`config.mk`:
```
export PLATFORM = sky130hd
export DESIGN_NAME = assembly_check_monitor
export DESIGN_NICKNAME = d
export VERILOG_FILES = /design/src/rtl/assembly_check_monitor_pkg.sv /design/src/rtl/assembly_check_monitor_check_reg_scan.sv /design/src/rtl/assembly_check_monitor.sv
export SDC_FILE = /design/constraint.sdc
export NUM_CORES = 1
export LEC_CHECK = 0
export CAP_MARGIN = 10
export CORE_MARGIN = 10
export CORE_UTILIZATION = 55
export DETAILED_ROUTE_END_ITERATION = 6
export MAX_ROUTING_LAYER = met4
export PLACE_DENSITY = 0.89
export SYNTH_ARGS = -nofsm -noshare
export SYNTH_HDL_FRONTEND = slang
export SYNTH_SLANG_ARGS = --single-unit
```
`constraint.sdc`:
```
create_clock -name clk -period 6.9 [get_ports clk]
set_clock_uncertainty 0.2 [all_clocks]
set_input_delay 1.38 -clock clk [delete_from_list [all_inputs] [get_ports clk]]
set_output_delay 1.38 -clock clk [all_outputs]
set_load 0.005 [all_outputs]
```
`src/rtl/assembly_check_monitor_pkg.sv`:
```
// Shared parameters for the assembly check monitor: state encoding,
// default widths/limits and small saturating-counter helpers.
package assembly_check_monitor_pkg;

  localparam int XLEN_DEFAULT                = 32;
  localparam int PROGRAM_MEMORY_SIZE_DEFAULT = 100;
  localparam int NUM_REGS                    = 32;
  localparam int REG_IDX_W                   = 5;

  typedef enum logic [2:0] {
    IDLE    = 3'd0,
    RUN     = 3'd1,
    PASS    = 3'd2,
    FAIL    = 3'd3,
    TIMEOUT = 3'd4
  } state_t;

  function automatic logic [31:0] satInc32(input logic [31:0] value, input logic en);
    return (en && (value != 32'hFFFF_FFFF)) ? value + 32'd1 : value;
  endfunction

  function automatic logic [15:0] satInc16(input logic [15:0] value, input logic en);
    return (en && (value != 16'hFFFF)) ? value + 16'd1 : value;
  endfunction

endpackage

```
`src/rtl/assembly_check_monitor_check_reg_scan.sv`:
```
// Lowest-set-bit search: reports the smallest index whose bit is set and
// whether any bit is set at all.
module check_reg_scan #(
  parameter int WIDTH = 32,
  parameter int IDX_W = $clog2(WIDTH)
) (
  input  logic [WIDTH-1:0] i_vec,
  output logic [IDX_W-1:0] o_index,
  output logic             o_any
);

  // Walk from the top down so the last hit written is the lowest index.
  always_comb begin
    o_index = '0;
    o_any   = |i_vec;
    for (int i = WIDTH - 1; i >= 0; i--) begin
      if (i_vec[i]) begin
        o_index = IDX_W'(i);
      end
    end
  end

endmodule

```
`src/rtl/assembly_check_monitor.sv`:
```
// Assembly check monitor: watches register writebacks from a core running a
// self-checking program and reports pass, fail (a check register went
// nonzero) or timeout, along with retire/cycle statistics.
module assembly_check_monitor
  import assembly_check_monitor_pkg::*;
#(
  parameter int          XLEN                = XLEN_DEFAULT,
  parameter logic [31:0] CHECK_MASK          = 32'h8000_0000,
  parameter int          TEST_REG            = 1,
  parameter int          PROGRAM_MEMORY_SIZE = PROGRAM_MEMORY_SIZE_DEFAULT,
  parameter int          MAX_CYCLES          = 1000
) (
  input  logic                 clk,
  input  logic                 reset,
  input  logic                 start,
  input  logic                 retire,
  input  logic                 instr_valid,
  input  logic                 wb_valid,
  input  logic [REG_IDX_W-1:0] wb_rd,
  input  logic [XLEN-1:0]      wb_data,
  output logic                 busy,
  output logic                 done,
  output logic                 pass,
  output logic                 fail,
  output logic                 timeout,
  output logic [REG_IDX_W-1:0] fail_reg,
  output logic [XLEN-1:0]      fail_test,
  output logic [XLEN-1:0]      current_test,
  output logic [15:0]          test_changes,
  output logic [31:0]          retired,
  output logic [31:0]          cycles
);

  // x0 is hardwired to zero, so it is never watched or shadowed.
  localparam logic [REG_IDX_W-1:0] TEST_IDX    = REG_IDX_W'(TEST_REG);
  localparam logic [31:0]          WATCH_MASK  = CHECK_MASK & ~32'd1;
  localparam logic [31:0]          TRACK_MASK  = (CHECK_MASK | (32'd1 << TEST_REG)) & ~32'd1;
  localparam logic [32:0]          RETIRE_LIM  = 33'(PROGRAM_MEMORY_SIZE);
  localparam logic [31:0]          CYCLE_LIM   = 32'(MAX_CYCLES - 1);

  state_t                 r_state;
  logic                   r_busy;
  logic                   r_done;
  logic                   r_pass;
  logic                   r_fail;
  logic                   r_timeout;
  logic [REG_IDX_W-1:0]   r_failReg;
  logic [XLEN-1:0]        r_failTest;
  logic [15:0]            r_testChanges;
  logic [31:0]            r_retired;
  logic [31:0]            r_cycles;
  logic [XLEN-1:0]        r_shadow [NUM_REGS];

  logic [XLEN-1:0]        w_bypass [NUM_REGS];
  logic [NUM_REGS-1:0]    w_nonzero;
  logic [REG_IDX_W-1:0]   w_scanIdx;
  logic                   w_anyFail;
  logic                   w_arm;
  logic                   w_testWr;
  logic                   w_testChange;
  logic [XLEN-1:0]        w_failTest;
  logic [31:0]            w_cyclesNext;
  logic                   w_passHit;
  logic                   w_timeoutHit;

  // Overlay this cycle's write on the shadows so a violation is caught on
  // the edge of the offending write rather than one cycle later.
  always_comb begin
    w_nonzero = '0;
    for (int i = 0; i < NUM_REGS; i++) begin
      w_bypass[i] = (wb_valid && (wb_rd == REG_IDX_W'(i)) && TRACK_MASK[i]) ? wb_data : r_shadow[i];
      w_nonzero[i] = WATCH_MASK[i] && (w_bypass[i] != '0);
    end
  end

  check_reg_scan #(
    .WIDTH (NUM_REGS),
    .IDX_W (REG_IDX_W)
  ) u_scan (
    .i_vec   (w_nonzero),
    .o_index (w_scanIdx),
    .o_any   (w_anyFail)
  );

  // Sub-test tracking and exit conditions evaluated for the current RUN cycle.
  always_comb begin
    w_arm        = start && (r_state != RUN);
    w_testWr     = wb_valid && (wb_rd == TEST_IDX) && (TEST_IDX != '0);
    w_testChange = w_testWr && (wb_data != r_shadow[TEST_IDX]);
    w_failTest   = w_testWr ? wb_data : r_shadow[TEST_IDX];
    w_cyclesNext = satInc32(r_cycles, 1'b1);
    w_passHit    = !instr_valid || (({1'b0, r_retired} + 33'(retire)) >= RETIRE_LIM);
    w_timeoutHit = (w_cyclesNext >= CYCLE_LIM);
  end

  // Run-control FSM with registered status outputs; terminal states hold
  // everything frozen until a new start re-arms the monitor.
  always_ff @(posedge clk or negedge reset) begin
    if (!reset) begin
      r_state       <= IDLE;
      r_busy        <= 1'b0;
      r_done        <= 1'b0;
      r_pass        <= 1'b0;
      r_fail        <= 1'b0;
      r_timeout     <= 1'b0;
      r_failReg     <= '0;
      r_failTest    <= '0;
      r_testChanges <= '0;
      r_retired     <= '0;
      r_cycles      <= '0;
      for (int i = 0; i < NUM_REGS; i++) begin
        r_shadow[i] <= '0;
      end
    end else if (w_arm) begin
      r_state       <= RUN;
      r_busy        <= 1'b1;
      r_done        <= 1'b0;
      r_pass        <= 1'b0;
      r_fail        <= 1'b0;
      r_timeout     <= 1'b0;
      r_failReg     <= '0;
      r_failTest    <= '0;
      r_testChanges <= '0;
      r_retired     <= '0;
      r_cycles      <= '0;
      for (int i = 0; i < NUM_REGS; i++) begin
        r_shadow[i] <= '0;
      end
    end else if (r_state == RUN) begin
      r_retired     <= satInc32(r_retired, retire);
      r_cycles      <= w_cyclesNext;
      r_testChanges <= satInc16(r_testChanges, w_testChange);
      for (int i = 0; i < NUM_REGS; i++) begin
        r_shadow[i] <= w_bypass[i];
      end
      if (w_anyFail) begin
        r_state    <= FAIL;
        r_busy     <= 1'b0;
        r_done     <= 1'b1;
        r_fail     <= 1'b1;
        r_failReg  <= w_scanIdx;
        r_failTest <= w_failTest;
      end else if (w_passHit) begin
        r_state <= PASS;
        r_busy  <= 1'b0;
        r_done  <= 1'b1;
        r_pass  <= 1'b1;
      end else if (w_timeoutHit) begin
        r_state   <= TIMEOUT;
        r_busy    <= 1'b0;
        r_done    <= 1'b1;
        r_timeout <= 1'b1;
      end
    end
  end

  assign busy         = r_busy;
  assign done         = r_done;
  assign pass         = r_pass;
  assign fail         = r_fail;
  assign timeout      = r_timeout;
  assign fail_reg     = r_failReg;
  assign fail_test    = r_failTest;
  assign current_test = r_shadow[TEST_IDX];
  assign test_changes = r_testChanges;
  assign retired      = r_retired;
  assign cycles       = r_cycles;

endmodule

```
==> run_summary.xml <==
<?xml version="1.0" encoding="UTF-8"?>
<metrics>
  <group name="outcome">
    <metric name="outcome" unit="">finished, final reports clean</metric>
  </group>
  <group name="place">
    <metric name="place.detailed.instances" unit="">1618</metric>
    <metric name="gp_congestion" unit="">0.962</metric>
    <metric name="dp_hpwl" unit="mm">24.0</metric>
    <metric name="port_buffer_cells" unit="">196</metric>
  </group>
  <group name="worst_setup_path">
    <metric name="timing.critical_path.arrival" unit="ns">4.60</metric>
    <metric name="cp_cell_sequence" unit="">clkdlybuf4s50_1, ha_1, ha_1, nand3_1, nor4_1, nand2_1, xnor2_1, nor4_1, nand4_1, nor4b_4, a21boi_1, a2bb2oi_2</metric>
    <metric name="worstPathBufferInverterCount" unit="">1</metric>
    <metric name="worst_path_max_delay_cell" unit="">clkdlybuf4s50_1</metric>
    <metric name="crit_required" unit="ns">7.00</metric>
    <metric name="timing.critical_path.max_delay_family" unit="">simple AND/OR/NAND/NOR gates</metric>
    <metric name="path_max_fanout" unit="">8</metric>
    <metric name="startpoint_type" unit="">input pin</metric>
    <metric name="setup.worst_path.end_class" unit="">flop</metric>
    <metric name="crit_path_max_incr_delay" unit="ns">0.49</metric>
    <metric name="timing_worst_setup_path_type" unit="">in -&gt; reg</metric>
  </group>
  <group name="power_and_ir_drop">
    <metric name="vdd.ir_drop.worst" unit="mV">0.241</metric>
    <metric name="power" unit="W">0.00303</metric>
    <metric name="total_leakage_power" unit="nW">5.22</metric>
    <metric name="pwr_density_cell" unit="mW/mm²">229</metric>
  </group>
  <group name="route">
    <metric name="wl_met2" unit="mm">16.5</metric>
    <metric name="drt_pre_antenna_iters" unit="">5</metric>
    <metric name="drtIter0Drc" unit="">1079</metric>
    <metric name="drt.antenna.violating_nets" unit="">0</metric>
    <metric name="post-route-drc-count" unit="">0</metric>
    <metric name="met1_length" unit="mm">13.9</metric>
    <metric name="num_vias" unit="">10042</metric>
    <metric name="drt-total-wl" unit="mm">33.8</metric>
    <metric name="dr_wl_met3" unit="mm">2.53</metric>
    <metric name="routedWlPerCell" unit="µm">20.5</metric>
    <metric name="via_density_per_instance" unit="">6.09</metric>
    <metric name="highest-signal-layer" unit="">met4</metric>
  </group>
  <group name="synth">
    <metric name="netlist_top_cells_area" unit="">dfrtp_1 (42%), nand2_1 (7.2%), o21ai_0 (6.9%)</metric>
    <metric name="synth_top_cells_by_count" unit="">nand2_1 (210), dfrtp_1 (184), o21ai_0 (152)</metric>
    <metric name="synth_area_leader_cell" unit="">dfrtp_1</metric>
    <metric name="netlist.area_leader.share" unit="%">41.9</metric>
    <metric name="syn-mean-instance-area" unit="µm²">8.60</metric>
    <metric name="syn_inst" unit="">1276</metric>
    <metric name="ff_latch_count_synth" unit="">184</metric>
    <metric name="ys_warn_count" unit="">0</metric>
    <metric name="ys.flop_type" unit="">dfrtp_1</metric>
    <metric name="yosysSeqAreaShare" unit="%">41.9</metric>
    <metric name="synth.most_common_cell" unit="">nand2_1</metric>
    <metric name="netlist_area" unit="mm²">0.0110</metric>
    <metric name="synth_edf_count" unit="">0</metric>
    <metric name="ys_types" unit="">78</metric>
    <metric name="synthArstFlopShare" unit="%">100</metric>
    <metric name="postSynthNetCount" unit="">1324</metric>
  </group>
  <group name="cts">
    <metric name="cts_setup_buffers" unit="">0</metric>
    <metric name="insertion_delay" unit="ns">0.44</metric>
    <metric name="cts.htree.levels" unit="">4</metric>
    <metric name="post_cts_resized" unit="">0</metric>
    <metric name="ctsLongestPathBuffers" unit="">2</metric>
    <metric name="path_clk_slew" unit="ns">0.07</metric>
    <metric name="clk_sinks" unit="">184</metric>
    <metric name="tritoncts" unit="">built</metric>
    <metric name="numCtsBuffers" unit="">17</metric>
    <metric name="clock-root-buffer" unit="">clkbuf_16</metric>
    <metric name="cts-hold-fix-buffers" unit="">0</metric>
  </group>
  <group name="floorplan">
    <metric name="die_h" unit="µm">161</metric>
    <metric name="start_util" unit="%">56.2</metric>
    <metric name="die_x" unit="µm">161</metric>
    <metric name="fp.dieArea" unit="mm²">0.0260</metric>
    <metric name="core_area" unit="mm²">0.0195</metric>
    <metric name="io-pin-count" unit="">197</metric>
    <metric name="num_rows" unit="">51</metric>
  </group>
  <group name="sta">
    <metric name="finalSetupViolCount" unit="">0</metric>
    <metric name="rsz0062_at_grt" unit="">no</metric>
    <metric name="timing_max_transition_violations_final" unit="">0</metric>
    <metric name="fmax" unit="MHz">222</metric>
    <metric name="report.final.hold_viol_count" unit="">0</metric>
    <metric name="timing.setup.tns" unit="ns">0</metric>
    <metric name="fin_crit" unit="ns">4.50</metric>
    <metric name="timing.final.crit_share" unit="%">65.2</metric>
    <metric name="worst_slew_margin_rel" unit="%">26.8</metric>
    <metric name="timing_worst_slew_pin_value" unit="ns">1.09</metric>
  </group>
  <group name="cells_and_area">
    <metric name="fill_cells" unit="">1557</metric>
    <metric name="nets" unit="">1420</metric>
    <metric name="areaGrowthSynthToFinish" unit="%">20.4</metric>
    <metric name="post_route_cells_drive_above_1_share" unit="%">5.85</metric>
    <metric name="num_antenna_cells" unit="">0</metric>
    <metric name="final_cell_count_no_fill" unit="">1650</metric>
  </group>
  <group name="grt">
    <metric name="grt_start_max_net_pins" unit="">96</metric>
    <metric name="global_route_wire_length_before_repair" unit="mm">54.2</metric>
    <metric name="antenna_found_initial" unit="">0</metric>
    <metric name="grt_overflow" unit="">0</metric>
    <metric name="grt_util_all_layers" unit="%">26.1</metric>
    <metric name="vias_in_the_first_global_route" unit="">9837</metric>
  </group>
  <group name="min_path">
    <metric name="timing.hold.worst.class" unit="">reg -&gt; reg</metric>
  </group>
  <group name="flow_run">
    <metric name="maxCapViolCount" unit="">0</metric>
  </group>
</metrics>
==> layout make-up <==
class	count	area [µm²]	area share, %
clock buffer	18	439	3.32
clock inverter	14	176	1.33
inverter	18	67.6	0.511
multi-input combinational	946	5570	42.1
sequential	184	4600	34.8
tap	265	332	2.51
timing repair buffer	205	2030	15.4
==> routing by layer <==
metal  track usage, %  vias up
met5                -        -
met4             8.27        0
met3             5.52       59
met1             32.9     4847
li1                 -     4673
met2             41.4      463
==> power by group <==
group	switching (W)	internal (W)
Sequential	0.0000840	0.00114
Combinational	0.000494	0.000276
Clock	0.000471	0.000562
==> path summary, 6_finish.rpt <==
check | from | endpoint | slack, ns | cells past startpoint
hold reg to reg | timeout | timeout | 0.29 | 2
hold / removal | timeout | timeout | 0.29 | 2
setup / recovery | retire | busy | 2.40 | 12
max in group asynchronous | reset | cycles[21] | 4.51 | 2
setup reg to reg | cycles[0] | done | 3.05 | 10
min in group asynchronous | reset | retired[13] | 0.70 | 1
==> cell usage in the layout, fill, tap and decap left out, types with 5 or more instances in the layout <==
| cell type | Yosys | routed |
|---|---|---|
| nand3_1 | 81 | 80 |
| o31ai_1 | 7 | 7 |
| xnor2_1 | 69 | 69 |
| or3_1 | 10 | 10 |
| ha_1 | 5 | 5 |
| nand4_1 | 51 | 51 |
| nor3_1 | 13 | 13 |
| xor2_1 | 23 | 23 |
| nor4_1 | 39 | 39 |
| clkbuf_16 | 0 | 17 |
| nor2_1 | 95 | 94 |
| and4_1 | 12 | 12 |
| clkdlybuf4s50_1 | 0 | 195 |
| nand2_1 | 210 | 208 |
| inv_8 | 0 | 5 |
| a21oi_1 | 24 | 24 |
| nor4_2 | 5 | 5 |
| mux2i_1 | 34 | 34 |
| inv_1 | 18 | 18 |
| dfrtp_1 | 184 | 184 |
| buf_4 | 42 | 9 |
| a31oi_1 | 15 | 15 |
| and3_1 | 13 | 13 |
| o21ai_0 | 152 | 152 |
==> stage by stage <==
stage	area [µm²]	utilization [%]	hold slack [ns]	setup WS, ns
floorplan	11000	-	0.263	3.00
global placement	12600	64.5	0.273	2.10
detailed placement	12600	64.5	0.272	2.05
CTS	13200	67.7	0.289	2.49
global route	13200	67.7	0.326	2.14
finish	13200	67.7	0.291	2.40
==> worst min-delay path: stages, from the launching register on <==
cell	delay [ns]
dfrtp_1	0.35
nand2_1	0.05
nand2_1	0.05
==> kinds of logic after synthesis <==
logic type	Yosys count	share of synthesized area, %
buf+inv	146	7.60
fa+ha+maj	5	0.570
compound gates	242	12.9
mux	35	3.20
flops	184	41.9
xor+xnor	93	7.49
simple gates	571	26.3
Note: power is estimated with default switching activity, not from simulation.
